--- src/rtl/sd_drive_arbiter.sv ---
// Round-robin arbiter sharing one SD block-access port between two wd1793 drives.
// One sector transfer per grant; ack, buffer strobes and buffer data follow the granted drive.
module sd_drive_arbiter #(
  parameter logic [23:0] TIMEOUT = 24'd0
) (
  input  logic        clk_sys,
  input  logic        reset_n,
  input  logic [1:0]  req_rd,
  input  logic [1:0]  req_wr,
  input  logic [31:0] req_lba_a,
  input  logic [31:0] req_lba_b,
  input  logic [7:0]  req_buff_din_a,
  input  logic [7:0]  req_buff_din_b,
  output logic [1:0]  req_ack,
  output logic [1:0]  req_buff_wr,
  output logic [31:0] sd_lba,
  output logic        sd_rd,
  output logic        sd_wr,
  input  logic        sd_ack,
  input  logic        sd_buff_wr,
  output logic [7:0]  sd_buff_din,
  output logic        grant_id,
  output logic        busy,
  output logic        timeout
);

  localparam int unsigned LBA_W = 32;
  localparam int unsigned CNT_W = 24;

  typedef enum logic [1:0] {
    IDLE    = 2'd0,
    GRANT   = 2'd1,
    XFER    = 2'd2,
    RELEASE = 2'd3
  } state_t;

  state_t             state_q, state_d;
  logic               last_q, last_d;
  logic               grant_q, grant_d;
  logic               rd_q, rd_d;
  logic               wr_q, wr_d;
  logic [LBA_W-1:0]   lba_q, lba_d;
  logic [CNT_W-1:0]   cnt_q, cnt_d;
  logic               timeout_q, timeout_d;
  logic               busy_q, busy_d;

  logic [1:0]         pending;
  logic               pick;
  logic               wdog_hit;

  assign pending  = req_rd | req_wr;
  // On a tie the drive opposite the last served one wins.
  assign pick     = (&pending) ? ~last_q : pending[1];
  assign wdog_hit = (TIMEOUT != 24'd0) && (cnt_q == (TIMEOUT - 24'd1));

  always_ff @(posedge clk_sys or negedge reset_n) begin
    if (!reset_n) begin
      state_q   <= IDLE;
      last_q    <= 1'b1;
      grant_q   <= 1'b0;
      rd_q      <= 1'b0;
      wr_q      <= 1'b0;
      lba_q     <= '0;
      cnt_q     <= '0;
      timeout_q <= 1'b0;
      busy_q    <= 1'b0;
    end else begin
      state_q   <= state_d;
      last_q    <= last_d;
      grant_q   <= grant_d;
      rd_q      <= rd_d;
      wr_q      <= wr_d;
      lba_q     <= lba_d;
      cnt_q     <= cnt_d;
      timeout_q <= timeout_d;
      busy_q    <= busy_d;
    end
  end

  always_comb begin
    state_d   = state_q;
    last_d    = last_q;
    grant_d   = grant_q;
    rd_d      = rd_q;
    wr_d      = wr_q;
    lba_d     = lba_q;
    cnt_d     = cnt_q;
    timeout_d = 1'b0;

    case (state_q)
      IDLE: begin
        if (|pending) begin
          grant_d = pick;
          lba_d   = pick ? req_lba_b : req_lba_a;
          rd_d    = req_rd[pick];
          wr_d    = ~req_rd[pick];
          cnt_d   = '0;
          state_d = GRANT;
        end
      end
      GRANT: begin
        cnt_d = cnt_q + CNT_W'(1);
        if (sd_ack) begin
          rd_d    = 1'b0;
          wr_d    = 1'b0;
          state_d = XFER;
        end else if (!pending[grant_q]) begin
          // Drive withdrew before the host answered; it keeps its turn.
          rd_d    = 1'b0;
          wr_d    = 1'b0;
          state_d = IDLE;
        end else if (wdog_hit) begin
          rd_d      = 1'b0;
          wr_d      = 1'b0;
          timeout_d = 1'b1;
          last_d    = grant_q;
          state_d   = IDLE;
        end
      end
      XFER: begin
        if (!sd_ack) begin
          state_d = RELEASE;
        end
      end
      RELEASE: begin
        last_d  = grant_q;
        state_d = IDLE;
      end
      default: begin
        state_d = IDLE;
      end
    endcase

    busy_d = (state_d != IDLE);
  end

  assign sd_rd       = rd_q;
  assign sd_wr       = wr_q;
  assign sd_lba      = lba_q;
  assign grant_id    = grant_q;
  assign busy        = busy_q;
  assign timeout     = timeout_q;

  // Host-side strobes reach only the granted drive, and only while a grant is live.
  assign req_ack     = {2{sd_ack & busy_q}} & {grant_q, ~grant_q};
  assign req_buff_wr = {2{sd_buff_wr & busy_q}} & {grant_q, ~grant_q};
  assign sd_buff_din = grant_q ? req_buff_din_b : req_buff_din_a;

endmodule
--- config.mk ---
export PLATFORM = sky130hd
export DESIGN_NAME = sd_drive_arbiter
export DESIGN_NICKNAME = d
export VERILOG_FILES = /design/src/rtl/sd_drive_arbiter.sv
export SDC_FILE = /design/constraint.sdc
export NUM_CORES = 1
export LEC_CHECK = 0
export CAP_MARGIN = 20
export CORE_MARGIN = 4
export CORE_UTILIZATION = 42
export CTS_BUF_LIST = sky130_fd_sc_hd__clkbuf_4
export DETAILED_ROUTE_END_ITERATION = 12
export PLACE_DENSITY = 0.94
export SLEW_MARGIN = 20
export SYNTH_ARGS = -nofsm -noshare
export SYNTH_HDL_FRONTEND = slang
export SYNTH_SLANG_ARGS = --single-unit
--- constraint.sdc ---
create_clock -name clk_sys -period 3.6 [get_ports clk_sys]
set_clock_uncertainty 0.05 [all_clocks]
set_input_delay 0.54 -clock clk_sys [delete_from_list [all_inputs] [get_ports clk_sys]]
set_output_delay 0.54 -clock clk_sys [all_outputs]
set_load 0.1 [all_outputs]
==> results.md, run 1 <==
| Step | Parameter | Reported |
|---|---|---|
| outcome | Run status | finished clean |
| sta | Final cycle utilization of the critical path | 0.6976 |
| yosys | Synth Register Bits | 39 |
| yosys | Yosys warning total | 0 |
| critical path | Launching element type of the critical path | input port |
| floorplanning | I/O pin count | 137 |
| detailed routing | Number of routed nets with antenna violations | 0 |
| sta | Worst-Margin Slew | 1.018 ns |
| clock tree | Clock Pin Slew Worst Setup and Hold Paths | 0.11 ns |
| yosys | Syn Area/Cell | 9.679 um^2 |
| yosys | Number of enable-type register cells in the synthesized netlist | 0 |
| floorplanning | Die Y | 82.68 um |
| sta | Unrepaired setup endpoints after global routing | no |
| detailed routing | DRC marker count from the first detailed-route iteration | 102 |
| clock tree | Clock root cell | sky130_fd_sc_hd__clkbuf_4 |
| clock tree | Post-CTS sizing | 0 |
| detailed routing | Drt wl/cell | 16.89 um |
| floorplanning | Starting utilization of the core area | 0.4444 |
| yosys | Top cells by area, synth | sky130_fd_sc_hd__dfrtp_1, sky130_fd_sc_hd__a21oi_2, sky130_fd_sc_hd__nand3b_1 |
| yosys | Syn nets | 330 |
| critical path | Maximum fanout along the worst path | 19 |
| place | DP HPWL | 5.478 mm |
| critical path | Required time worst endpoint | 3.73 ns |
| critical path | Reg2Reg Launch Point | state_q[0]$_DFF_PN0_ |
| detailed routing | Post-detailed-route DRC marker count | 0 |
| place | Gpl congestion | 0.8341 |
| detailed routing | Via-to-Cell Ratio | 5.625 |
| floorplanning | Placeable core region | 5270 um^2 |
| global routing | Antenna violations before repair | 0 |
| clock tree | Post CTS Setup Buffer Count | 0 |
| hold path | Worst hold path type | input port to asynchronous set/reset pin |
| detailed routing | Sum of routed wire length over all layers | 7.295 mm |
| global routing | Maximum number of pins on one net before global-route repair | 66 |
| clock tree | Insertion delay to the later sink of the worst-skew pair | 0.32 ns |
| global routing | Aggregate global-route resource usage | 0.2089 |
| yosys | Cell with the most instances after synthesis | sky130_fd_sc_hd__dfrtp_1 |
| critical path | FF-to-FF setup slack | 1.56 ns |
| yosys | Ranking of synthesized cells by instance count | sky130_fd_sc_hd__dfrtp_1, sky130_fd_sc_hd__o21ai_0, sky130_fd_sc_hd__a31oi_1, sky130_fd_sc_hd__nand3b_1, sky130_fd_sc_hd__a21oi_2 |
| detailed routing | Total number of vias | 2430 |
| place | Dpl cell area | 3666 um^2 |
| yosys | Count of mapped cells out of synthesis | 242 |
| critical path | Category of the worst setup path capture point | flop |
| cells and area | Post-route cell area | 3712 um^2 |
| yosys | Fraction of registers with async set/reset | 1.000 |
| critical path | Critical path type | input port to flop |
| global routing | Grt ovf | 0 |
| place | Number of port buffers | 135 |
| sta | Max Clk Rate | 398.2 MHz |
| sta | Setup TNS | 0 ns |
| yosys | Post-synthesis sequential area ratio | 0.4172 |
| clock tree | Total clock sinks | 39 |
| cells and area | Fin nets | 450 |
| floorplanning | Die Outline Area | 6835 um^2 |
| flow run | # Max-Cap Violations | 0 |
| cells and area | Relative area change from synthesis to final layout | 58.49% |
| sta | Max-slew violation count | 0 |
| clock tree | CTS Hold Bufs | 0 |
| critical path | R2R cell count | 4 |
| yosys | Post-synthesis instance area | 2342 um^2 |
| clock tree | TritonCTS clock tree | done |
| sta | Max_slew headroom | 0.3193 |
| cells and area | Number of fill cells in the layout | 442 |
| clock tree | Cts bufs inserted | 5 |
| critical path | Reg-to-reg endpoint | sd_lba[29]$_DFFE_PN0P_ |
| yosys | Cell taking the most area after synthesis | sky130_fd_sc_hd__dfrtp_1 |
| floorplanning | Chip Width | 82.68 um |
| global routing | Via count of the first global-routing pass | 2350 |
| cells and area | Antenna fix cells | 0 |
| cells and area | Layout cells sized above 1 | 0.2017 |
| sta | Number of endpoints with negative hold slack in the final report | 0 |
| clock tree | Depth of the CTS H-tree | 2 |
| sta | Finish-stage setup viols | 0 |
| yosys | Netlist cell types | 36 |
| floorplanning | Std-Cell Rows | 26 |
| sta | Final min period | 2.511 ns |
| detailed routing | First drt pass iteration count | 4 |
| clock tree | Clock Path Buffers | 2 |
| yosys | Proportion of netlist area held by the largest area contributor | 0.4060 |
| critical path | Arrival time reported for the critical path endpoint | 2.64 ns |
| global routing | Global-route wire length before repair | 11.10 mm |
| yosys | Post-synth top flop | sky130_fd_sc_hd__dfrtp_1 |
final cells by class:
cell class                      instances  area (um^2)  share of cell area
Tap cell                               70        87.58             0.02359
Inverter                                2        7.507            0.002022
Multi-Input combinational cell        175         1250              0.3367
Clock inverter                          2        8.758            0.002359
Timing Repair Buffer                  139         1344              0.3620
Clock buffer                            5        37.54             0.01011
Sequential cell                        39        977.2              0.2632
state kept, by name, summed over array words and instances, names as in the netlist:
signal    cells
sd_lba       32
state_q       2
busy          1
grant_id      1
last_q        1
sd_rd         1
sd_wr         1
critical path, stage by stage:
cell and delay [ns]:
sky130_fd_sc_hd__clkdlybuf4s50_1 0.54, sky130_fd_sc_hd__or4_2 0.97, sky130_fd_sc_hd__buf_4 0.36, sky130_fd_sc_hd__a21oi_2 0.17
sky130_fd_sc_hd__a31oi_1 0.05
how the worst max path moves through the flow:
stage                               startpoint                endpoint  slack (ns)  depth (start not counted)
final                                req_rd[0]  sd_lba[18]$_DFFE_PN0P_        1.09                          5
after global routing                 req_rd[0]   sd_lba[9]$_DFFE_PN0P_         1.0                          5
after CTS                            req_rd[0]   sd_lba[9]$_DFFE_PN0P_        1.10                          5
after detailed placement             req_wr[0]   sd_lba[9]$_DFFE_PN0P_        0.74                          5
after global placement               req_rd[0]   sd_lba[8]$_DFFE_PN0P_        0.82                          5
after floorplan           grant_id$_DFFE_PN0P_              req_ack[1]        0.69                          3
metal layers:
layer | vias to the layer above | share of wire | GRT usage
met5 | - | 0 | 0
met4 | 0 | 0.0089 | 0.03922
met3 | 6 | 0.092 | 0.05315
met2 | 90 | 0.53 | 0.3886
met1 | 1178 | 0.37 | 0.2417
li1 | 1156 | - | -
kinds of logic after synthesis:
logic type | synth area share
AOI/OAI and AO/OA | 0.3168
and+or+nand+nor | 0.1624
DFF | 0.4172
buffers and inverters | 0.05876
muxes | 0.04327
other | 0.001601
per-stage QoR:
step | setup WS (ns) | utilization | hold slack (ns) | std cells
2_1_floorplan | 0.6944 | - | 0.1944 | 242
3_3_place_gp | 0.8237 | 0.6956 | 0.4819 | 425
3_5_place_dp | 0.7432 | 0.6956 | 0.4852 | 425
4_1_cts | 1.104 | 0.7044 | 0.2856 | 432
5_1_grt | 0.9979 | 0.7044 | 0.3175 | 432
6_report | 1.089 | 0.7044 | 0.2687 | 432
placed cells by master, fill, tap and decap left out, types with 2 or more instances in the layout:
master	instances
sky130_fd_sc_hd__nor2_4	2
sky130_fd_sc_hd__and3b_1	2
sky130_fd_sc_hd__clkbuf_4	5
sky130_fd_sc_hd__nand3_1	2
sky130_fd_sc_hd__dfrtp_1	38
sky130_fd_sc_hd__buf_4	17
sky130_fd_sc_hd__o21ai_0	34
sky130_fd_sc_hd__a21oi_2	30
sky130_fd_sc_hd__mux2_2	9
sky130_fd_sc_hd__a21o_1	2
sky130_fd_sc_hd__or3b_2	2
sky130_fd_sc_hd__clkdlybuf4s50_1	121
sky130_fd_sc_hd__and3_1	2
sky130_fd_sc_hd__a21oi_1	3
sky130_fd_sc_hd__o211ai_1	3
sky130_fd_sc_hd__nand3b_1	32
sky130_fd_sc_hd__or3_1	2
sky130_fd_sc_hd__nand2_1	3
sky130_fd_sc_hd__inv_1	2
sky130_fd_sc_hd__a31oi_1	32
Power of run 1 is not shown: default switching activity piles up to over one toggle a cycle in this logic, so the estimate is an artifact.
==> inputs of run 2 (changes only) <==
--- a/config.mk
+++ b/config.mk
@@ -7,10 +7,10 @@
 export LEC_CHECK = 0
 export CAP_MARGIN = 20
 export CORE_MARGIN = 4
-export CORE_UTILIZATION = 42
+export CORE_UTILIZATION = 35
 export CTS_BUF_LIST = sky130_fd_sc_hd__clkbuf_4
 export DETAILED_ROUTE_END_ITERATION = 12
-export PLACE_DENSITY = 0.94
+export PLACE_DENSITY = 0.84
 export SLEW_MARGIN = 20
 export SYNTH_ARGS = -nofsm -noshare
 export SYNTH_HDL_FRONTEND = slang
==> constraint.sdc (replaced) <==
create_clock -name clk_sys -period 2.15 [get_ports clk_sys]
set_clock_uncertainty 0.05 [all_clocks]
set_input_delay 0.3225 -clock clk_sys [delete_from_list [all_inputs] [get_ports clk_sys]]
set_output_delay 0.3225 -clock clk_sys [all_outputs]
set_load 0.1 [all_outputs]
==> run 2 against run 1 <==
  * Hold slack better by 0.18 ns
  * Routed wire length increased by 0.19%
  * Final cell count is 5.1% higher
  * Register-to-register slack lost 1.0 ns
  * Sequential share of layout area decreased by 1.5 points
  * Highest routed layer unchanged
==> results.md, run 2 (same netlist as run 1, synthesis figures left out) <==
| Step | Parameter | Reported | Delta |
|---|---|---|---|
| detailed routing | DRC marker count from the first detailed-route iteration | 96 | was 102 |
| clock tree | Post-CTS sizing | 0 | unchanged |
| floorplanning | Starting utilization of the core area | 0.3647 | was 0.4444 |
| sta | Max Clk Rate | 549.4 MHz |  |
| cells and area | Number of flip-flops in the largest register | 32 | unchanged |
| sta | Number of endpoints with negative hold slack in the final report | 0 | unchanged |
| sta | Max-slew violation count | 0 | unchanged |
| critical path | Required time worst endpoint | 1.78 ns | was 3.73 ns |
| clock tree | Insertion delay to the later sink of the worst-skew pair | 0.33 ns | was 0.32 ns |
| critical path | Launching element type of the critical path | flop | was input port |
| sta | Final cycle utilization of the critical path | 0.8466 |  |
| clock tree | Clock Pin Slew Worst Setup and Hold Paths | 0.11 ns | about the same |
| detailed routing | Drt wl/cell | 16.10 um | was 16.89 um |
| clock tree | Post CTS Setup Buffer Count | 0 | unchanged |
| clock tree | Cts bufs inserted | 5 | unchanged |
| cells and area | Layout cells sized above 1 | 0.3395 | was 0.2017 |
| global routing | Grt ovf | 0 | unchanged |
| outcome | Run status | finished clean | unchanged |
| flow run | # Max-Cap Violations | 0 | unchanged |
| critical path | Arrival time reported for the critical path endpoint | 1.45 ns | was 2.64 ns |
| floorplanning | I/O pin count | 137 | unchanged |
| detailed routing | Sum of routed wire length over all layers | 7.309 mm | was 7.295 mm |
| floorplanning | Placeable core region | 6422 um^2 | was 5270 um^2 |
| floorplanning | Std-Cell Rows | 29 | was 26 |
| cells and area | Number of fill cells in the layout | 550 | was 442 |
| cells and area | Fin nets | 464 | was 450 |
| cells and area | Post-route cell area | 3949 um^2 | was 3712 um^2 |
| clock tree | CTS Hold Bufs | 1 | was 0 |
| sta | Worst-Margin Slew | 0.5431 ns | was 1.018 ns |
| detailed routing | Number of routed nets with antenna violations | 0 | unchanged |
| detailed routing | Post-detailed-route DRC marker count | 0 | unchanged |
| detailed routing | Via-to-Cell Ratio | 5.297 | was 5.625 |
| sta | Unrepaired setup endpoints after global routing | no | unchanged |
| clock tree | Clock Path Buffers | 2 | unchanged |
| global routing | Maximum number of pins on one net before global-route repair | 66 | unchanged |
| sta | Hold slack | 0.4451 ns | was 0.2687 ns |
| global routing | Aggregate global-route resource usage | 0.1786 | was 0.2089 |
| hold path | Worst hold path type | input port to asynchronous set/reset pin | unchanged |
| global routing | Antenna violations before repair | 0 | unchanged |
| sta | Finish-stage setup viols | 0 | unchanged |
| detailed routing | First drt pass iteration count | 4 | unchanged |
| place | Dpl cell area | 3881 um^2 | was 3666 um^2 |
| sta | Final min period | 1.820 ns |  |
| place | Number of port buffers | 135 | unchanged |
| clock tree | Clock root cell | sky130_fd_sc_hd__clkbuf_4 | unchanged |
| place | Gpl congestion | 0.8112 | was 0.8341 |
| clock tree | Total clock sinks | 39 | unchanged |
| floorplanning | Chip Width | 89.81 um | was 82.68 um |
| cells and area | Relative area change from synthesis to final layout | 68.59% | was 58.49% |
| place | DP HPWL | 5.656 mm | was 5.478 mm |
| clock tree | Depth of the CTS H-tree | 2 | unchanged |
| sta | Setup TNS | 0 ns | unchanged |
| cells and area | Commonest cells after routing, fill and taps aside | sky130_fd_sc_hd__clkdlybuf4s50_1, sky130_fd_sc_hd__buf_4, sky130_fd_sc_hd__dfrtp_1 | was sky130_fd_sc_hd__clkdlybuf4s50_1, sky130_fd_sc_hd__dfrtp_1, sky130_fd_sc_hd__o21ai_0 |
| critical path | Category of the worst setup path capture point | primary output | was flop |
| sta | Max_slew headroom | 0.6380 | was 0.3193 |
| floorplanning | Die Outline Area | 8065 um^2 | was 6835 um^2 |
| global routing | Via count of the first global-routing pass | 2456 | was 2350 |
| detailed routing | Total number of vias | 2405 | was 2430 |
| cells and area | Antenna fix cells | 0 | unchanged |
| clock tree | TritonCTS clock tree | done | unchanged |
| global routing | Global-route wire length before repair | 12.01 mm | was 11.10 mm |
| critical path | Critical path type | flop to primary output | was input port to flop |
| critical path | Maximum fanout along the worst path | 17 | was 19 |
| cells and area | Most common library cell in the layout ignoring fill and taps | sky130_fd_sc_hd__clkdlybuf4s50_1 | unchanged |
| floorplanning | Die Y | 89.81 um | was 82.68 um |
==> run 2: worst max-delay path, stage by stage, from the launching register on <==
cell	delay (ns)
sky130_fd_sc_hd__dfrtp_4	0.55
sky130_fd_sc_hd__mux2_2	0.39
sky130_fd_sc_hd__buf_12	0.17
==> run 2: cell type report <==
cell class,count,area (um^2),area share
clock buffers,7,52.55,0.01331
clock inverters,1,5.005,0.001267
inverters,2,7.507,0.001901
multi-input cells,175,1255,0.3178
flip-flops and latches,39,980.9,0.2484
well taps,77,96.34,0.02440
repair buffers,153,1551,0.3929
==> run 2: through the flow <==
stage          instances  setup WS (ns)    util
2_1_floorplan        242        0.05558       -
3_3_place_gp         445        0.02136  0.6043
3_5_place_dp         445        0.01683  0.6043
4_1_cts              454         0.3068  0.6148
5_1_grt              454         0.2630  0.6148
6_report             454         0.3298  0.6148
==> run 2: worst paths after layout <==
check / depth (start not counted) / from / end / slack (ns)
max reg2reg: 4 / state_q[0]$_DFF_PN0_ / sd_lba[29]$_DFFE_PN0P_ / 0.56
max: 2 / grant_id$_DFFE_PN0P_ / sd_buff_din[3] / 0.33
min: 2 / reset_n / busy$_DFF_PN0_ / 0.45
min in group clk_sys: 3 / req_lba_a[10] / sd_lba[10]$_DFFE_PN0P_ / 0.50
min reg2reg: 2 / sd_lba[1]$_DFFE_PN0P_ / sd_lba[1]$_DFFE_PN0P_ / 0.51
max in group asynchronous: 3 / reset_n / sd_lba[15]$_DFFE_PN0P_ / 0.99
==> run 2: metal layers <==
layer  global-route usage  vias to the layer above  part of all wire
li1                     -                     1181                 -
met1               0.2106                     1138              0.41
met2               0.3239                       78              0.52
met3              0.04090                        8             0.061
met4              0.05109                        0            0.0096
met5                    0                        -                 0
Power of run 2 is left out for the same reason.
==> inputs of run 3 (changes only) <==
--- a/config.mk
+++ b/config.mk
@@ -7,10 +7,10 @@
 export LEC_CHECK = 0
 export CAP_MARGIN = 20
 export CORE_MARGIN = 4
-export CORE_UTILIZATION = 35
+export CORE_UTILIZATION = 39
 export CTS_BUF_LIST = sky130_fd_sc_hd__clkbuf_4
 export DETAILED_ROUTE_END_ITERATION = 12
-export PLACE_DENSITY = 0.84
+export PLACE_DENSITY = 0.89
 export SLEW_MARGIN = 20
 export SYNTH_ARGS = -nofsm -noshare
 export SYNTH_HDL_FRONTEND = slang
==> constraint.sdc (replaced) <==
create_clock -name clk_sys -period 1.9 [get_ports clk_sys]
set_clock_uncertainty 0.05 [all_clocks]
set_input_delay 0.285 -clock clk_sys [delete_from_list [all_inputs] [get_ports clk_sys]]
set_output_delay 0.285 -clock clk_sys [all_outputs]
set_load 0.1 [all_outputs]
==> run 3 against run 2 <==
  * Hold slack worse by 0.053 ns
  * Sequential share of layout area is 0.55 points lower
  * Non-clock buffer count unchanged
  * Largest cell class unchanged
  * Die area fell by 9.4%
  * Setup slack worse by 0.27 ns
==> results.md, run 3 (same netlist as run 1, synthesis figures left out) <==
| Step | Parameter | Reported | Delta |
|---|---|---|---|
| sta | Max Clk Rate | 544.8 MHz |  |
| cells and area | Post-route cell area | 4039 um^2 | was 3949 um^2 |
| clock tree | Clock root cell | sky130_fd_sc_hd__clkbuf_4 | unchanged |
| floorplanning | Starting utilization of the core area | 0.4127 | was 0.3647 |
| clock tree | Depth of the CTS H-tree | 2 | unchanged |
| place | Dpl cell area | 3940 um^2 | was 3881 um^2 |
| hold path | Worst hold path type | input port to asynchronous set/reset pin | unchanged |
| critical path | Beginning of the critical path | grant_id$_DFFE_PN0P_ | unchanged |
| sta | Final cycle utilization of the critical path | 0.9660 |  |
| cells and area | Number of fill cells in the layout | 437 | was 550 |
| detailed routing | Total number of vias | 2499 | was 2405 |
| cells and area | Relative area change from synthesis to final layout | 72.44% | was 68.59% |
| cells and area | Commonest cells after routing, fill and taps aside | sky130_fd_sc_hd__clkdlybuf4s50_1, sky130_fd_sc_hd__buf_4, sky130_fd_sc_hd__dfrtp_1 | unchanged |
| flow run | # Max-Cap Violations | 0 | unchanged |
| clock tree | Total clock sinks | 39 | unchanged |
| critical path | Cell type of the slowest stage on the worst timing path | sky130_fd_sc_hd__dfrtp_4 | unchanged |
| cells and area | Footprint of the multi-input gates | 1277 um^2 | was 1255 um^2 |
| sta | Max_slew headroom | 0.6165 | was 0.6380 |
| cells and area | Register Area | 980.9 um^2 | unchanged |
| critical path | Critical path type | flop to primary output | unchanged |
| global routing | Aggregate global-route resource usage | 0.1989 | was 0.1786 |
| place | Number of port buffers | 135 | unchanged |
| global routing | Grt ovf | 0 | unchanged |
| clock tree | Cts bufs inserted | 5 | unchanged |
| sta | Hold slack | 0.3922 ns | was 0.4451 ns |
| clock tree | TritonCTS clock tree | done | unchanged |
| cells and area | Core occupancy in the finished layout | 0.7116 | was 0.6148 |
| detailed routing | Number of routed nets with antenna violations | 0 | unchanged |
| critical path | R2R cell count | 3 | was 4 |
| sta | Worst-Margin Slew | 0.5753 ns | was 0.5431 ns |
| critical path | Worst path cell trace | mux2_2 > buf_12 | unchanged |
| critical path | Required time worst endpoint | 1.56 ns | was 1.78 ns |
| sta | Number of endpoints with negative hold slack in the final report | 0 | unchanged |
| clock tree | Clock Pin Slew Worst Setup and Hold Paths | 0.14 ns | was 0.11 ns |
| outcome | Run status | finished clean | unchanged |
| sta | Unrepaired setup endpoints after global routing | no | unchanged |
| place | DP HPWL | 5.774 mm | was 5.656 mm |
| cells and area | Layout cells sized above 1 | 0.3395 | unchanged |
| place | Gpl congestion | 0.8012 | was 0.8112 |
| floorplanning | Std-Cell Rows | 27 | was 29 |
| floorplanning | Placeable core region | 5675 um^2 | was 6422 um^2 |
| critical path | Reg-to-reg endpoint | state_q[0]$_DFF_PN0_ | was sd_lba[29]$_DFFE_PN0P_ |
| global routing | Global-route wire length before repair | 11.79 mm | was 12.01 mm |
| critical path | Max incr delay on CP | 0.58 ns | was 0.55 ns |
| critical path | Maximum fanout along the worst path | 17 | unchanged |
| critical path | Arrival time reported for the critical path endpoint | 1.50 ns | was 1.45 ns |
| clock tree | Insertion delay to the later sink of the worst-skew pair | 0.35 ns | was 0.33 ns |
| cells and area | Number of flip-flops in the largest register | 32 | unchanged |
| cells and area | Antenna fix cells | 0 | unchanged |
| critical path | Reg2Reg Launch Point | grant_id$_DFFE_PN0P_ | was state_q[0]$_DFF_PN0_ |
| critical path | Category of the worst setup path capture point | primary output | unchanged |
| critical path | Launching element type of the critical path | flop | unchanged |
| critical path | FF-to-FF setup slack | 0.38 ns | was 0.56 ns |
| global routing | Antenna violations before repair | 0 | unchanged |
| sta | Finish-stage setup viols | 0 | unchanged |
| floorplanning | Die Y | 85.50 um | was 89.81 um |
| detailed routing | First drt pass iteration count | 6 | was 4 |
| cells and area | Filler-free cell count of the finished design | 449 | was 454 |
| floorplanning | Chip Width | 85.50 um | was 89.81 um |
| sta | Max-slew violation count | 0 | unchanged |
| detailed routing | Post-detailed-route DRC marker count | 0 | unchanged |
| floorplanning | I/O pin count | 137 | unchanged |
| cells and area | Most common library cell in the layout ignoring fill and taps | sky130_fd_sc_hd__clkdlybuf4s50_1 | unchanged |
| detailed routing | Drt wl/cell | 17.00 um | was 16.10 um |
| sta | Final min period | 1.835 ns |  |
| global routing | Via count of the first global-routing pass | 2502 | was 2456 |
| detailed routing | Via-to-Cell Ratio | 5.566 | was 5.297 |
| clock tree | Post-CTS sizing | 0 | unchanged |
| global routing | Maximum number of pins on one net before global-route repair | 66 | unchanged |
| floorplanning | Die Outline Area | 7309 um^2 | was 8065 um^2 |
| cells and area | Fin nets | 464 | unchanged |
| clock tree | Clock Path Buffers | 2 | unchanged |
| place | Number of placed cells counting well taps | 439 | was 445 |
| detailed routing | Sum of routed wire length over all layers | 7.634 mm | was 7.309 mm |
| detailed routing | DRC marker count from the first detailed-route iteration | 85 | was 96 |
run 3: changes by cell type in the layout (fill, tap and decap cells not counted), sizes merged:
cell / delta
clkbuf: -2
bufinv: +1
clkinv: +1
run 3: worst max-delay path by stage:
stage                                   endpoint  slack, ns  cells after the start
after floorplan                       req_ack[0]      -0.04                      3
after global placement    sd_lba[13]$_DFFE_PN0P_      -0.14                      5
after detailed placement  sd_lba[31]$_DFFE_PN0P_      -0.20                      5
after CTS                         sd_buff_din[2]       0.04                      2
after global routing              sd_buff_din[1]       0.01                      2
final                             sd_buff_din[1]       0.06                      2
run 3: critical path: cells and delay by family (launching register included):
kind	cells	cell delay, ns
DFF	1	0.58
buffers and inverters	1	0.17
muxes	1	0.39
run 3: repair_timing:
item / CTS / global route
hold endpoints to repair: 23 / 0
setup buffers: 0 / 1
endpoints found under the setup margin: 0 / 4
hold buffers: 1 / 0
run 3: through the flow:
step	setup TNS, ns	setup WS [ns]
after floorplan	-0.07647	-0.03824
after global placement	-4.158	-0.1434
after detailed placement	-5.440	-0.2036
after CTS	0	0.04030
after global routing	0	0.01374
final	0	0.06456
run 3: cell type report:
type                    instances  area share
multi-input cells             175      0.3163
well taps                      72     0.02230
repair buffers                153      0.3965
clock buffers                   5    0.009294
clock inverters                 3     0.01084
flip-flops and latches         39      0.2429
inverters                       2    0.001859
run 3: per-layer routing:
layer,GRT usage,share of wire
met1,0.2189,0.38
met2,0.3828,0.54
met3,0.04323,0.079
met4,0.05036,0.0077
met5,0,0
Power of run 3 is left out for the same reason.
